## config.mk

```make
export PLATFORM = sky130hd
export DESIGN_NAME = gin_bus_driver
export DESIGN_NICKNAME = d
export VERILOG_FILES = /design/src/rtl/gin_bus_driver.sv
export SDC_FILE = /design/constraint.sdc
export NUM_CORES = 1
export LEC_CHECK = 0
export CORE_ASPECT_RATIO = 1.1
export CORE_MARGIN = 2
export CORE_UTILIZATION = 41
export CTS_BUF_LIST = sky130_fd_sc_hd__clkbuf_4 sky130_fd_sc_hd__clkbuf_8 sky130_fd_sc_hd__clkbuf_16
export CTS_CLUSTER_SIZE = 14
export DETAILED_ROUTE_END_ITERATION = 6
export PLACE_DENSITY = 0.77
export SLEW_MARGIN = 20
export SYNTH_ARGS = -nofsm -noshare
export SYNTH_HDL_FRONTEND = slang
export SYNTH_SLANG_ARGS = --single-unit
```

## constraint.sdc

```tcl
create_clock -name clk -period 1.8 [get_ports clk]
set_input_delay 0.18 -clock clk [delete_from_list [all_inputs] [get_ports clk]]
set_output_delay 0.18 -clock clk [all_outputs]
set_load 0.01 [all_outputs]
```

## src/rtl/gin_bus_driver.sv

```systemverilog
// Initiator end of the PE multicast caster bus: flush, weight load, ifmap/psum
// broadcast, then wait for the aggregated caster VALID before signalling done.
module gin_bus_driver #(
   parameter int DATA_WIDTH = 16,
   parameter int NUM_COL    = 4,
   parameter int BUF_DEPTH  = 16,
   parameter int CNT_W      = 16,
   localparam int ID_W      = (NUM_COL > 1) ? $clog2(NUM_COL) : 1
) (
   input  logic                    clk,
   input  logic                    rstn,
   input  logic                    cfg_valid,
   output logic                    cfg_ready,
   input  logic [7:0]              cfg_kernel_size,
   input  logic [ID_W-1:0]         cfg_tag,
   input  logic [CNT_W-1:0]        cfg_num_beats,
   input  logic                    w_valid,
   output logic                    w_ready,
   input  logic [DATA_WIDTH-1:0]   w_data,
   input  logic                    x_valid,
   output logic                    x_ready,
   input  logic [DATA_WIDTH-1:0]   x_ifmap,
   input  logic [2*DATA_WIDTH-1:0] x_psum,
   input  logic [ID_W-1:0]         x_id,
   output logic                    bus_flush,
   output logic [ID_W-1:0]         bus_tag,
   output logic [7:0]              bus_kernel_size,
   output logic [DATA_WIDTH-1:0]   bus_fltr_data,
   output logic [DATA_WIDTH-1:0]   bus_ifmap_data,
   output logic [2*DATA_WIDTH-1:0] bus_psum_data,
   output logic [ID_W-1:0]         bus_id,
   output logic                    bus_caster_en,
   output logic                    bus_ready,
   input  logic                    bus_flush_busy,
   input  logic                    bus_valid,
   output logic                    busy,
   output logic                    done
);

   typedef enum logic [2:0] {
      S_IDLE, S_FLUSH, S_LOAD_W, S_WAIT_FB, S_STREAM, S_DRAIN, S_DONE
   } state_t;

   localparam logic [7:0] KS_MAX = 8'(BUF_DEPTH);

   state_t           state;
   logic [7:0]       wcnt;
   logic [CNT_W-1:0] bcnt;
   logic [1:0]       settle;
   logic [7:0]       ks_clamped;

   always_comb begin
      ks_clamped = (cfg_kernel_size > KS_MAX) ? KS_MAX : cfg_kernel_size;
   end

   always_ff @(posedge clk or negedge rstn) begin
      if (!rstn) begin
         state           <= S_IDLE;
         wcnt            <= '0;
         bcnt            <= '0;
         settle          <= '0;
         cfg_ready       <= 1'b1;
         w_ready         <= 1'b0;
         x_ready         <= 1'b0;
         bus_flush       <= 1'b0;
         bus_tag         <= '0;
         bus_kernel_size <= '0;
         bus_fltr_data   <= '0;
         bus_ifmap_data  <= '0;
         bus_psum_data   <= '0;
         bus_id          <= '0;
         bus_caster_en   <= 1'b0;
         bus_ready       <= 1'b0;
         busy            <= 1'b0;
         done            <= 1'b0;
      end else begin
         bus_flush     <= 1'b0;
         bus_caster_en <= 1'b0;
         done          <= 1'b0;
         if (settle != '0) settle <= settle - 2'd1;

         case (state)
            S_IDLE: begin
               if (cfg_valid) begin
                  wcnt            <= ks_clamped;
                  bus_kernel_size <= ks_clamped;
                  bus_tag         <= cfg_tag;
                  bcnt            <= cfg_num_beats;
                  bus_flush       <= 1'b1;
                  cfg_ready       <= 1'b0;
                  busy            <= 1'b1;
                  state           <= S_FLUSH;
               end
            end
            S_FLUSH: begin
               // multicasters raise flush_busy a cycle late; hold off sampling it
               settle <= 2'd1;
               if (wcnt != '0) begin
                  w_ready <= 1'b1;
                  state   <= S_LOAD_W;
               end else begin
                  state   <= S_WAIT_FB;
               end
            end
            S_LOAD_W: begin
               if (w_valid && w_ready) begin
                  bus_fltr_data <= w_data;
                  wcnt          <= wcnt - 8'd1;
                  if (wcnt == 8'd1) begin
                     w_ready <= 1'b0;
                     state   <= S_WAIT_FB;
                  end
               end
            end
            S_WAIT_FB: begin
               if (settle == '0 && !bus_flush_busy) begin
                  if (bcnt != '0) begin
                     x_ready   <= 1'b1;
                     bus_ready <= 1'b1;
                     state     <= S_STREAM;
                  end else begin
                     done      <= 1'b1;
                     state     <= S_DONE;
                  end
               end
            end
            S_STREAM: begin
               if (x_valid && x_ready) begin
                  bus_caster_en  <= 1'b1;
                  bus_ifmap_data <= x_ifmap;
                  bus_psum_data  <= x_psum;
                  bus_id         <= x_id;
                  bcnt           <= bcnt - CNT_W'(1);
                  if (bcnt == CNT_W'(1)) begin
                     x_ready <= 1'b0;
                     state   <= S_DRAIN;
                  end else begin
                     x_ready <= ~bus_flush_busy;
                  end
               end else begin
                  x_ready <= ~bus_flush_busy;
               end
            end
            S_DRAIN: begin
               if (bus_valid) begin
                  bus_ready <= 1'b0;
                  done      <= 1'b1;
                  state     <= S_DONE;
               end
            end
            S_DONE: begin
               cfg_ready <= 1'b1;
               busy      <= 1'b0;
               state     <= S_IDLE;
            end
            default: state <= S_IDLE;
         endcase
      end
   end

endmodule
```

---- After elaboration in Yosys (flattened, before gate mapping) ----
Cells that the tools add are included.
word-level totals
  bits in registers ....................... 113
  input port bits ......................... 99
  logic and storage cells ................. 108
cells by class
  $add $sub $neg .......................... 3
  magnitude comparators ................... 1
  equal/unequal tests ..................... 17
  mux-type cells .......................... 42
  bitwise gates (word level) .............. 1
  reduce and logical (&&, ||, !) cells .... 26
operators with widths
  cell                                                                              number
  16-bit two-way mux                                                                2
  16-bit case mux with 2 select lines                                               1
  8-bit two-way mux                                                                 3
  3-bit two-way mux                                                                 7
  1-bit two-way mux                                                                 18
  2-bit inequality test (second input constant)                                     9
  3-bit case mux with 6 select lines                                                1
  16-bit by 1-bit == test with 1-bit output (second input constant)                 1
  8-bit case mux with 2 select lines                                                1
  16-bit nonzero test                                                               1
  2-bit nonzero test                                                                8
  16-bit by 1-bit subtractor with 16-bit output (second input constant)             1
  1-bit case mux with 2 select lines                                                6
  3-bit == test (second input constant)                                             3
  3-bit AND reduction                                                               3
  8-bit by 1-bit == test with 1-bit output (second input constant)                  1
  8-bit by 5-bit greater-than comparator with 1-bit output (second input constant)  1
  2-bit AND reduction                                                               4
  4-bit AND reduction                                                               2
  8-bit nonzero test                                                                1
  8-bit by 1-bit subtractor with 8-bit output (second input constant)               1
  7-bit AND reduction                                                               1
  3-bit by 2-bit == test with 1-bit output (second input constant)                  2
  2-bit two-way mux                                                                 3
  other kinds (7)                                                                   9

---- Depth between registers and ports, before layout ----
Gate-level depths: netlist of run 1.
  depth in word-level cells ............... 4
  depth in mapped cells ................... 7
  depth with buffers taken out ............ 6

---- Worst setup path before layout of run 1 ----
Ideal clock, no wire load.
  path type ............................... register -> register
  start point ............................. register bcnt[0]
  end point ............................... register bcnt[12]
  setup time .............................. 0.121 ns
  arrival time ............................ 1.830 ns
  data required time ...................... 1.679 ns
  setup slack ............................. -0.152 ns
  cell stages (with the launch flop) ...... 8
  path buffers ............................ 1
  clock period less this slack ............ 1.952 ns
  cells stage by stage .................... dfrtp_1 > inv_1 > ha_1 > or4b_4 > buf_6 > nor4_2 > a31oi_1 > o22a_1
between the ends
  cells in the longest elaborated chain, start to end .. 3
ends and longest elaborated chain
  item                                           line  text
  start: declaration                             48    logic [CNT_W-1:0] bcnt;
  start signal: assignment                       88    bcnt <= cfg_num_beats;
  start signal: assignment                       133   bcnt <= bcnt - CNT_W'(1);
  16-bit by 1-bit subtractor with 16-bit output  133
  16-bit two-way mux                             128   if (x_valid && x_ready) begin
  16-bit case mux with 2 select lines            82    case (state)
Every way passes these cells. The select of a mux whose other input is x is not followed.
A chain may end at the register's enable or synchronous reset.

---- Final worst setup path of run 1 ----
  start point ............................. register bcnt[0]
  end point ............................... register state[1]
between the ends
  cells in the longest elaborated chain, start to end .. 4
  elaborated cells between the ends (all ways) .. 7
ends and longest elaborated chain
  item                                line  text
  16-bit nonzero test                 117   if (bcnt != '0) begin
  2-bit two-way mux                   117
  3-bit two-way mux                   116   if (settle == '0 && !bus_flush_busy) begin
  3-bit case mux with 6 select lines  82
  end signal: assignment              92    state <= S_FLUSH;
  end signal: assignment              120   state <= S_STREAM;
  end signal: assignment              123   state <= S_DONE;
  end: declaration                    46    state_t state;
Several ways; a longest one is shown, not always the timed one. The select of a mux whose other input is x is not followed.

==> results of run 1 <==
## kinds of logic (layout without fill, tap and decap cells)
logic type	count (synthesis)	in the layout	synth area share
flip-flops	113	113	0.555
adder cells (fa/ha/maj)	5	5	0.0123
AO/OA/AOI/OAI	86	86	0.118
XOR/XNOR	2	2	0.00344
AND/OR/NAND/NOR	123	123	0.138
multiplexers	66	66	0.146
buffers and inverters	33	279	0.0280
## power groups by stage
stage / Combinational, mW / Sequential, mW / Clock [mW]
after floorplan: 1.94 / 4.27 / 0
after global placement: 4.60 / 3.97 / 0
after detailed placement: 4.73 / 4.03 / 0
after CTS: 4.86 / 4.01 / 3.51
after global routing: 5.27 / 4.14 / 3.65
final: 4.86 / 4.01 / 3.44
## cell usage in the layout, fill, tap and decap left out, drive strengths merged, types with 8 or more instances in the layout
| cell | n |
|---|---|
| nand3 | 14 |
| mux2 | 66 |
| nor2 | 27 |
| inv | 16 |
| o22ai | 8 |
| buf | 52 |
| nand2 | 26 |
| clkbuf | 19 |
| dfrtp | 112 |
| a21oi | 17 |
| clkdlybuf4s50 | 181 |
| o21ai | 19 |
## flip-flops by register name (all words and copies together) (netlist names)
name             flops
w_ready              1
bus_fltr_data       16
bcnt                16
bus_ifmap_data      16
bus_tag              2
x_ready              1
bus_kernel_size      8
bus_ready            1
bus_psum_data       32
bus_flush            1
busy                 1
bus_id               2
state                3
bus_caster_en        1
cfg_ready            1
done                 1
wcnt                 8
settle               2
## worst reg2reg max path: stages, from the launching register on
cell	delay (ns)
sky130_fd_sc_hd__dfrtp_1	0.38
sky130_fd_sc_hd__inv_2	0.08
sky130_fd_sc_hd__ha_4	0.13
sky130_fd_sc_hd__or4b_4	0.53
sky130_fd_sc_hd__nor4_4	0.25
sky130_fd_sc_hd__o21bai_2	0.09
sky130_fd_sc_hd__a221oi_2	0.23
## per-layer routing
metal	track usage	wire [microns]
met4	0.0836	230
met2	0.371	7200
met3	0.0661	1160
met1	0.252	5710
met5	0	0
## final cells by class
cell class	count	area, sq um	share of cell area
timing repair buffer	235	2290	0.280
clock inverter	14	178	0.0218
multi-input combinational	282	2180	0.268
inverter	12	45.0	0.00552
sequential	113	2830	0.347
tap	154	193	0.0236
clock buffer	18	439	0.0539
## through the flow
| stage | std cells | hold WS [ns] | TNS (ns) | worst slack, ns |
|---|---|---|---|---|
| floorplan | 428 | -0.116 | 0 | 0.0117 |
| global placement | 789 | 0.160 | 0 | 0.0139 |
| detailed placement | 789 | 0.162 | -0.120 | -0.0371 |
| CTS | 827 | 0.267 | 0 | 0.00242 |
| global route | 828 | 0.335 | -0.377 | -0.0823 |
| finish | 828 | 0.276 | 0 | 0.0112 |
## synthesized netlist by cell type, drive strengths merged, types with 8 or more instances
cell,instances,area share
a21oi,17,0.019
buf,10,0.011
clkbuf,11,0.0081
dfrtp,112,0.55
inv,12,0.0088
mux2,66,0.15
nand2,26,0.020
nand3,14,0.015
nor2,27,0.020
o21ai,19,0.019
o22ai,8,0.0098
## what timing repair did
action                                  in CTS  in global routing
hold buffers                                 1                  0
setup buffers                                5                  0
endpoints found under the setup margin       5                 46
pin swaps                                    2                  3
endpoints found under the hold margin       28                  0
resized for setup                            3                  7
cloned                                       0                  1
## how the worst max path moves through the flow
stage / start / slack, ns / endpoint
after floorplan: wcnt[0] / 0.01 / state[0]
after global placement: wcnt[1] / 0.01 / state[0]
after detailed placement: bcnt[1] / -0.04 / state[1]
after CTS: bcnt[0] / 0.002 / state[1]
after global routing: bcnt[0] / -0.08 / state[1]
final: bcnt[0] / 0.01 / state[1]
==> results.txt, run 1 <==
----------------------------------------------------
[Layout]
  Area Growth Syn to Fin ... 60.0%
  Layout cell share with drive strength beyond 1 ... 0.255
  Antenna Cells ... 0
  Filler cell count ... 919
  Number of nets in the finished design ... 765
  Area of all placed cells without fillers ... 0.00816 sq mm
  Utilization after layout ... 0.675

[Worst setup path]
  Top delay family on crit path ... simple AND/OR/NAND/NOR gates
  Critical path's largest stage delay ... 0.53 ns
  Setup Crit Path Kind ... reg2reg
  Reg2Reg Launch Point ... bcnt[0]
  WP data required ... 2.11 ns
  Destination of the worst register-to-register timing path ... state[1]
  Crit path capture type ... register
  Worst-path maximum fanout ... 6
  CP max stage cell ... sky130_fd_sc_hd__or4b_4
  CP arrival ... 2.10 ns
  Worst Reg2Reg Path Length in Cells ... 6
  Sum of buffers and inverters on the critical path ... 1
  Worst path cell trace ... inv_2 > ha_4 > or4b_4 > nor4_4 > o21bai_2 > a221oi_2
  Worst path depth ... 6
  Nature of the critical path startpoint ... register
  Reg-to-reg setup timing slack ... 0.01 ns

[Global routing]
  Vias in the first global route ... 4484
  Overall overflow remaining after global route ... 0
  Global-route wire length before repair ... 22100 microns
  Tot GR Track Use ... 0.217
  Largest net degree at the start of global routing ... 56
  Initial antenna violation count ... 0

[Route]
  Routed length per instance ... 17.3 microns
  Via density per instance ... 5.29
  Detailed router's first-iteration violation count ... 145
  Pre-Repair DR Iteration Count ... 4
  Routed via count ... 4377
  Detailed-route DRC error count ... 0
  Post-DRT Antenna Nets ... 0
  Drt total wl ... 14300 microns

[Floorplan]
  Width of the chip ... 110 microns
  Area of the core region ... 0.0121 sq mm
  Y dimension of the die ... 121 microns
  Total number of placement rows ... 42
  Count of pins on the block boundary ... 183
  Effective utilization at floorplan ... 0.422
  Die footprint ... 0.0133 sq mm

[Timing]
  Final-report setup violation count ... 0
  Final period demand of the worst path ... 1.79 ns
  Post-Route Skew ... 0.0178 ns
  Transition time of the tightest slew-check pin ... 0.456 ns
  Max-slew violation count ... 0
  Achievable frequency ... 559 MHz
  Unrepaired setup endpoints after global routing ... true
  Count of final hold-check violations ... 0
  Period Utilization, post-route ... 0.994
  Remaining max-slew budget at the tightest pin ... 0.693

[Synth]
  Flip-flop cell with the highest count after synthesis ... sky130_fd_sc_hd__dfrtp_1
  Number of flops mapped to enable cells by yosys ... 0
  Distinct cell type count of the synthesized netlist ... 63
  Post-synth design cell area ... 0.00510 sq mm
  Number of register bits inferred by synthesis ... 113
  Portion of the post-synthesis area used by sequential elements ... 0.555
  Post-Syn Nets ... 532
  Total number of yosys warnings ... 0
  Share of synthesized registers carrying an async set or reset ... 1.00
  Mean Syn Cell Area ... 11.9 sq um
  Post-Syn Instances ... 428

[Worst hold path]
  Worst hold path class ... in2async

[Pwr]
  Maximum vdd ir drop ... 0.000758 V
  Sw frac ... 0.318
  Reg power frac ... 0.326
  Sw power ... 3.92 mW
  Standby leakage power ... 3.58 nW
  Combinational fraction of design power ... 0.395
  Total power draw ... 12.3 mW
  Cell-internal power ... 8.40 mW
  Power density over the cells ... 1510 mW/mm^2
  Relative contribution of the clock network to total power ... 0.279

[Placement]
  Half-perimeter wire length after placement ... 10400 microns
  Cell area after placement ... 0.00743 sq mm
  Count of port buffers added during placement ... 182
  Final GP Congestion ... 0.853

[Status]
  Run status ... finished clean

[Clocking]
  Inserted Clock Buffers ... 17
  Clock insertion delay at the later pin of the skew report ... 0.41 ns
  Number of sinks driven by the clock tree ... 113
  Deepest clock path buffer count ... 2
  CTS tree ... built
  Master cell of the clock root buffer ... sky130_fd_sc_hd__clkbuf_16
  H-tree lvl count ... 4
  Clk pin slew, worst setup/hold paths ... 0.06 ns

[Run]
  Number of violations of the max-capacitance limit ... 0

----------------------------------------------------
(Power assumes the default switching activity.)
==> run 2, diff against run 1 <==
--- a/config.mk
+++ b/config.mk
@@ -11,7 +11,7 @@
 export CTS_BUF_LIST = sky130_fd_sc_hd__clkbuf_4 sky130_fd_sc_hd__clkbuf_8 sky130_fd_sc_hd__clkbuf_16
 export CTS_CLUSTER_SIZE = 14
 export DETAILED_ROUTE_END_ITERATION = 6
-export PLACE_DENSITY = 0.77
+export PLACE_DENSITY = 0.88
 export SLEW_MARGIN = 20
 export SYNTH_ARGS = -nofsm -noshare
 export SYNTH_HDL_FRONTEND = slang
==> run 2 against run 1 <==
  * The flow now finishes with violations (setup timing)
  * Cell area down 0.41%
  * Clock power down 5%
  * Hold slack better by 0.044 ns
  * Sequential share of layout area grew 0.18 points
  * Critical path depth grew 1
  * Critical path type unchanged
==> results.txt, run 2 (same netlist as run 1, synthesis figures left out) <==
----------------------------------------------------
[Status]
  Run status ... finished, violations left (was finished clean)
  Failing checks ... setup timing

[Worst setup path]
  Launch point of the worst path ... bcnt[1] (was bcnt[0])
  Setup Crit Path Kind ... reg2reg (unchanged)
  Destination of the worst register-to-register timing path ... bcnt[6] (was state[1])
  Reg2Reg Launch Point ... bcnt[1] (was bcnt[0])
  Worst-path maximum fanout ... 5 (was 6)
  Reg-to-reg setup timing slack ... -0.04 ns (was 0.01 ns)
  Nature of the critical path startpoint ... register (unchanged)
  WP data required ... 2.08 ns (was 2.11 ns)
  CP arrival ... 2.13 ns (was 2.10 ns)
  Crit path capture type ... register (unchanged)
  Worst Reg2Reg Path Length in Cells ... 7 (was 6)
  Worst Setup EP ... bcnt[6] (was state[1])

[Timing]
  Remaining max-slew budget at the tightest pin ... 0.658 (was 0.693)
  Unrepaired setup endpoints after global routing ... true (unchanged)
  Transition time of the tightest slew-check pin ... 0.509 ns (was 0.456 ns)
  Post-Route Skew ... 0.0120 ns (was 0.0178 ns)
  Achievable frequency ... 542 MHz (was 559 MHz)
  Final-report setup violation count ... 4 (was 0)
  Final setup slack of the worst path ... -0.0443 ns (was 0.0112 ns)
  Final period demand of the worst path ... 1.84 ns (was 1.79 ns)
  Max-slew violation count ... 0 (unchanged)
  Total Negative Setup Slacks ... -0.0987 ns (was 0 ns)
  Count of final hold-check violations ... 0 (unchanged)
  Period Utilization, post-route ... 1.02 (was 0.994)

[Floorplan]
  Area of the core region ... 0.0121 sq mm (unchanged)
  Width of the chip ... 110 microns (unchanged)
  Die footprint ... 0.0133 sq mm (unchanged)
  Y dimension of the die ... 121 microns (unchanged)
  Count of pins on the block boundary ... 183 (unchanged)
  Total number of placement rows ... 42 (unchanged)
  Effective utilization at floorplan ... 0.422 (unchanged)

[Route]
  Pre-Repair DR Iteration Count ... 5 (was 4)
  Post-DRT Antenna Nets ... 0 (unchanged)
  Drt total wl ... 14300 microns (about the same)
  Detailed router's first-iteration violation count ... 215 (was 145)
  Routed length per instance ... 17.3 microns (about the same)
  Via density per instance ... 5.35 (was 5.29)
  Detailed-route DRC error count ... 0 (unchanged)
  Routed via count ... 4414 (was 4377)

[Clocking]
  Inserted Clock Buffers ... 17 (unchanged)
  Deepest clock path buffer count ... 2 (unchanged)
  Master cell of the clock root buffer ... sky130_fd_sc_hd__clkbuf_16 (unchanged)
  H-tree lvl count ... 4 (unchanged)
  CTS tree ... built (unchanged)
  Clk pin slew, worst setup/hold paths ... 0.06 ns (about the same)
  Clock insertion delay at the later pin of the skew report ... 0.40 ns (was 0.41 ns)
  Number of sinks driven by the clock tree ... 113 (unchanged)

[Placement]
  Cell area after placement ... 0.00744 sq mm (was 0.00743 sq mm)
  Count of port buffers added during placement ... 182 (unchanged)
  Cells after DPL ... 788 (was 789)
  Final GP Congestion ... 0.865 (was 0.853)
  Pre-CTS WS ... -0.0339 ns (was -0.0371 ns)
  Half-perimeter wire length after placement ... 10500 microns (was 10400 microns)

[Pwr]
  Power density over the cells ... 1500 mW/mm^2 (was 1510 mW/mm^2)
  Standby leakage power ... 3.58 nW (about the same)
  Maximum vdd ir drop ... 0.000730 V (was 0.000758 V)

[Layout]
  Layout cell share with drive strength beyond 1 ... 0.255 (about the same)
  Utilization after layout ... 0.672 (was 0.675)
  Largest Register ... bus_psum_data (unchanged)
  Commonest cells after routing, fill and taps aside ... sky130_fd_sc_hd__clkdlybuf4s50_1, sky130_fd_sc_hd__dfrtp_1, sky130_fd_sc_hd__mux2_2 (unchanged)
  Max FFs per register ... 32 (unchanged)
  Filler cell count ... 891 (was 919)
  Area of all placed cells without fillers ... 0.00812 sq mm (was 0.00816 sq mm)
  Antenna Cells ... 0 (unchanged)
  Most common cell after layout, fill and taps aside ... sky130_fd_sc_hd__clkdlybuf4s50_1 (unchanged)
  Area Growth Syn to Fin ... 59.3% (was 60.0%)
  Number of nets in the finished design ... 763 (was 765)
  Non-filler instance count after layout ... 825 (was 828)

[Global routing]
  Initial antenna violation count ... 0 (unchanged)
  Overall overflow remaining after global route ... 0 (unchanged)
  Met3 usage in global routing ... 0.0494 (was 0.0661)
  GR Util met2 ... 0.410 (was 0.371)
  Tot GR Track Use ... 0.220 (was 0.217)
  Global-route track usage on met1 ... 0.236 (was 0.252)
  Global-route wire length before repair ... 22700 microns (was 22100 microns)
  Largest net degree at the start of global routing ... 52 (was 56)
  Vias in the first global route ... 4660 (was 4484)
  Peak-usage layer in the global routing report ... met2 (unchanged)

[Run]
  Number of violations of the max-capacitance limit ... 0 (unchanged)

[Worst hold path]
  Worst hold path class ... in2async (unchanged)

----------------------------------------------------
[run 2: timing repair]
action                                  in CTS  in global routing
pin swaps                                    1                  4
buffers inserted                             2                  3
endpoints found under the setup margin      17                 72
hold buffers                                 1                  0
resized for setup                            4                 12
cloned                                       0                  0
endpoints found under the hold margin       33                  0
[run 2: per-stage QoR]
stage / total power [mW] / hold WS (ns)
2_1_floorplan: 6.21 / -0.116
3_3_place_gp: 8.43 / 0.170
3_5_place_dp: 8.72 / 0.175
4_1_cts: 12.1 / 0.306
5_1_grt: 12.9 / 0.350
6_report: 12.2 / 0.320
[run 2: final cells by class]
| class | instances | area, sq um | share of cell area |
|---|---|---|---|
| clock buffer | 21 | 480 | 0.0592 |
| clock inverter | 10 | 109 | 0.0134 |
| inverter | 12 | 45.0 | 0.00555 |
| multi-input combinational | 282 | 2190 | 0.270 |
| sequential | 113 | 2830 | 0.349 |
| tap | 154 | 193 | 0.0237 |
| timing repair buffer | 233 | 2270 | 0.279 |
[run 2: worst min path at each step]
stage,start,end,cells past startpoint
floorplan,rstn,bcnt[0],0
global placement,rstn,bus_psum_data[3],1
detailed placement,rstn,bus_psum_data[4],1
CTS,rstn,bus_fltr_data[10],2
global route,rstn,bus_fltr_data[14],2
finish,rstn,bus_fltr_data[14],2
[run 2: routing by layer]
layer | part of all wire | wire length [microns]
met4 | 0.021 | 302
met3 | 0.067 | 956
met2 | 0.54 | 7770
met5 | 0 | 0
met1 | 0.37 | 5280
[run 2: power breakdown]
part	total [mW]	switching [mW]	internal, mW
Clock	3.27	1.10	2.16
Sequential	4.06	0.648	3.41
Combinational	4.84	2.12	2.71
Total	12.2	3.88	8.29
[run 2: critical path, stage by stage (launching register included)]
cell                      delay, ns
sky130_fd_sc_hd__dfrtp_1       0.41
sky130_fd_sc_hd__inv_2         0.10
sky130_fd_sc_hd__ha_4          0.14
sky130_fd_sc_hd__or4b_4        0.54
sky130_fd_sc_hd__buf_4         0.18
sky130_fd_sc_hd__o21a_1        0.15
sky130_fd_sc_hd__o21ai_0       0.13
sky130_fd_sc_hd__o21ai_1       0.09
==> run 3, diff against run 2 <==
--- a/config.mk
+++ b/config.mk
@@ -11,6 +11,7 @@
 export CTS_BUF_LIST = sky130_fd_sc_hd__clkbuf_4 sky130_fd_sc_hd__clkbuf_8 sky130_fd_sc_hd__clkbuf_16
 export CTS_CLUSTER_SIZE = 14
 export DETAILED_ROUTE_END_ITERATION = 6
+export GPL_ROUTABILITY_DRIVEN = 0
 export PLACE_DENSITY = 0.88
 export SLEW_MARGIN = 20
 export SYNTH_ARGS = -nofsm -noshare
==> run 3 against run 2 <==
  * The run still ends with setup timing left
  * Non-clock buffer count fell by 2
  * Cell area fell by 0.12%
  * First-iteration DRC count fell by 3.3%
  * Global-route usage fell by 1.5 points
  * Critical path type unchanged
  * Critical endpoint is now state[1]
==> results.txt, run 3 (same netlist as run 1, synthesis figures left out) <==
----------------------------------------------------
[Status]
  Run status ... finished, violations left (unchanged)
  Failing checks ... setup timing (unchanged)

[Floorplan]
  Total number of placement rows ... 42 (unchanged)
  Area of the core region ... 0.0121 sq mm (unchanged)
  Die footprint ... 0.0133 sq mm (unchanged)
  Effective utilization at floorplan ... 0.422 (unchanged)
  Y dimension of the die ... 121 microns (unchanged)
  Count of pins on the block boundary ... 183 (unchanged)
  Width of the chip ... 110 microns (unchanged)

[Layout]
  Filler cell count ... 858 (was 891)
  Utilization after layout ... 0.671 (was 0.672)
  Commonest cells after routing, fill and taps aside ... sky130_fd_sc_hd__clkdlybuf4s50_1, sky130_fd_sc_hd__dfrtp_1, sky130_fd_sc_hd__mux2_2 (unchanged)
  Area Growth Syn to Fin ... 59.1% (was 59.3%)
  Area of all placed cells without fillers ... 0.00811 sq mm (was 0.00812 sq mm)
  Antenna Cells ... 0 (unchanged)
  Layout cell share with drive strength beyond 1 ... 0.259 (was 0.255)
  Max FFs per register ... 32 (unchanged)
  Number of nets in the finished design ... 761 (was 763)
  Largest Register ... bus_psum_data (unchanged)
  Most common cell after layout, fill and taps aside ... sky130_fd_sc_hd__clkdlybuf4s50_1 (unchanged)

[Clocking]
  CTS tree ... built (unchanged)
  Inserted Clock Buffers ... 17 (unchanged)
  Master cell of the clock root buffer ... sky130_fd_sc_hd__clkbuf_16 (unchanged)
  Number of sinks driven by the clock tree ... 113 (unchanged)
  Clock insertion delay at the later pin of the skew report ... 0.40 ns (about the same)
  Clk pin slew, worst setup/hold paths ... 0.05 ns (was 0.06 ns)
  H-tree lvl count ... 4 (unchanged)
  Deepest clock path buffer count ... 2 (unchanged)

[Worst setup path]
  Worst Reg2Reg Path Length in Cells ... 6 (was 7)
  CP arrival ... 2.11 ns (was 2.13 ns)
  Worst-path maximum fanout ... 6 (was 5)
  Setup Crit Path Kind ... reg2reg (unchanged)
  Crit path capture type ... register (unchanged)
  Nature of the critical path startpoint ... register (unchanged)
  WP data required ... 2.10 ns (was 2.08 ns)

[Route]
  Routed length per instance ... 17.3 microns (about the same)
  Drt total wl ... 14300 microns (about the same)
  Detailed router's first-iteration violation count ... 208 (was 215)
  Via density per instance ... 5.32 (was 5.35)
  Pre-Repair DR Iteration Count ... 4 (was 5)
  Post-DRT Antenna Nets ... 0 (unchanged)
  Detailed-route DRC error count ... 0 (unchanged)
  Routed via count ... 4381 (was 4414)

[Pwr]
  Maximum vdd ir drop ... 0.000652 V (was 0.000730 V)
  Standby leakage power ... 3.56 nW (was 3.58 nW)
  Power density over the cells ... 1500 mW/mm^2 (about the same)
  Total power draw ... 12.2 mW (about the same)

[Timing]
  Post-Route Skew ... 0.0124 ns (was 0.0120 ns)
  Remaining max-slew budget at the tightest pin ... 0.603 (was 0.658)
  Count of final hold-check violations ... 0 (unchanged)
  Transition time of the tightest slew-check pin ... 0.596 ns (was 0.509 ns)
  Achievable frequency ... 553 MHz (was 542 MHz)
  Max-slew violation count ... 0 (unchanged)
  Final period demand of the worst path ... 1.81 ns (was 1.84 ns)
  Final setup slack of the worst path ... -0.00849 ns (was -0.0443 ns)
  Unrepaired setup endpoints after global routing ... true (unchanged)
  Final-report setup violation count ... 1 (was 4)
  Period Utilization, post-route ... 1.00 (was 1.02)

[Placement]
  Count of port buffers added during placement ... 182 (unchanged)
  Pre-CTS WS ... -0.0829 ns (was -0.0339 ns)
  Cell area after placement ... 0.00738 sq mm (was 0.00744 sq mm)
  Half-perimeter wire length after placement ... 9960 microns (was 10500 microns)

[Worst hold path]
  Hold path depth ... 3
  Worst hold path class ... in2reg (was in2async)

[Run]
  Number of violations of the max-capacitance limit ... 0 (unchanged)

[Global routing]
  Vias in the first global route ... 4427 (was 4660)
  Overall overflow remaining after global route ... 0 (unchanged)
  Global-route wire length before repair ... 21200 microns (was 22700 microns)
  Initial antenna violation count ... 0 (unchanged)
  Largest net degree at the start of global routing ... 114 (was 52)
  Tot GR Track Use ... 0.205 (was 0.220)

----------------------------------------------------
[run 3: changes by cell type in the layout (fill, tap and decap cells not counted), moves of 2 or more]
cell	previous run	this run
sky130_fd_sc_hd__o21ai_0	15	19
sky130_fd_sc_hd__o21ai_1	4	0
sky130_fd_sc_hd__nor4_2	1	3
sky130_fd_sc_hd__buf_12	5	3
[run 3: area by class of cell]
| type | instances | area (sq um) | share of cell area |
|---|---|---|---|
| clock buffer | 21 | 480 | 0.0592 |
| timing repair buffer | 231 | 2240 | 0.277 |
| inverter | 12 | 45.0 | 0.00555 |
| tap | 154 | 193 | 0.0238 |
| clock inverter | 10 | 109 | 0.0134 |
| multi-input combinational | 282 | 2210 | 0.272 |
| sequential | 113 | 2830 | 0.349 |
[run 3: power by group]
| group | internal (mW) | switching (mW) |
|---|---|---|
| logic | 2.71 | 2.15 |
| registers | 3.41 | 0.641 |
| clock network | 2.16 | 1.11 |
| total | 8.29 | 3.90 |
[run 3: timing repair]
item	4_1_cts	5_1_grt
gates cloned	0	1
hold endpoints to repair	112	0
setup buffers	3	3
pin swaps	3	7
gates resized for setup	6	10
endpoints found under the setup margin	66	76
hold buffers	1	0
[run 3: metrics by stage]
step                std cells  setup TNS [ns]  hold WS, ns
floorplan                 428               0       -0.116
global placement          784               0        0.302
detailed placement        784          -0.652        0.316
CTS                       819        -0.00246        0.307
global route              823          -0.535        0.336
finish                    823        -0.00849        0.321
[run 3: metal layers]
| layer | vias to the layer above | wire, microns | GRT usage |
|---|---|---|---|
| met5 | - | 0 | 0 |
| met4 | 0 | 266 | 0.0734 |
| met3 | 24 | 1020 | 0.0532 |
| met2 | 207 | 7680 | 0.373 |
| met1 | 2125 | 5300 | 0.227 |
| li1 | 2025 | - | - |
[run 3: path summary, 6_finish.rpt]
| kind | startpoint | to | slack, ns |
|---|---|---|---|
| hold / removal | cfg_tag[0] | bus_tag[0] | 0.32 |
| setup reg to reg | bcnt[0] | state[1] | -0.008 |
| max in group asynchronous | rstn | bus_psum_data[27] | 0.95 |
| hold reg to reg | bus_kernel_size[1] | bus_kernel_size[1] | 0.48 |
| setup / recovery | bcnt[0] | state[1] | -0.008 |
| min in group asynchronous | rstn | bus_fltr_data[13] | 0.41 |
[run 3: worst max-delay path: stages, from the launching register on]
cell and delay [ns]:
sky130_fd_sc_hd__dfrtp_1 0.39, sky130_fd_sc_hd__inv_2 0.09, sky130_fd_sc_hd__ha_4 0.14, sky130_fd_sc_hd__or4b_4 0.53, sky130_fd_sc_hd__nor4_4 0.24, sky130_fd_sc_hd__o21bai_2 0.11, sky130_fd_sc_hd__a221oi_2 0.22
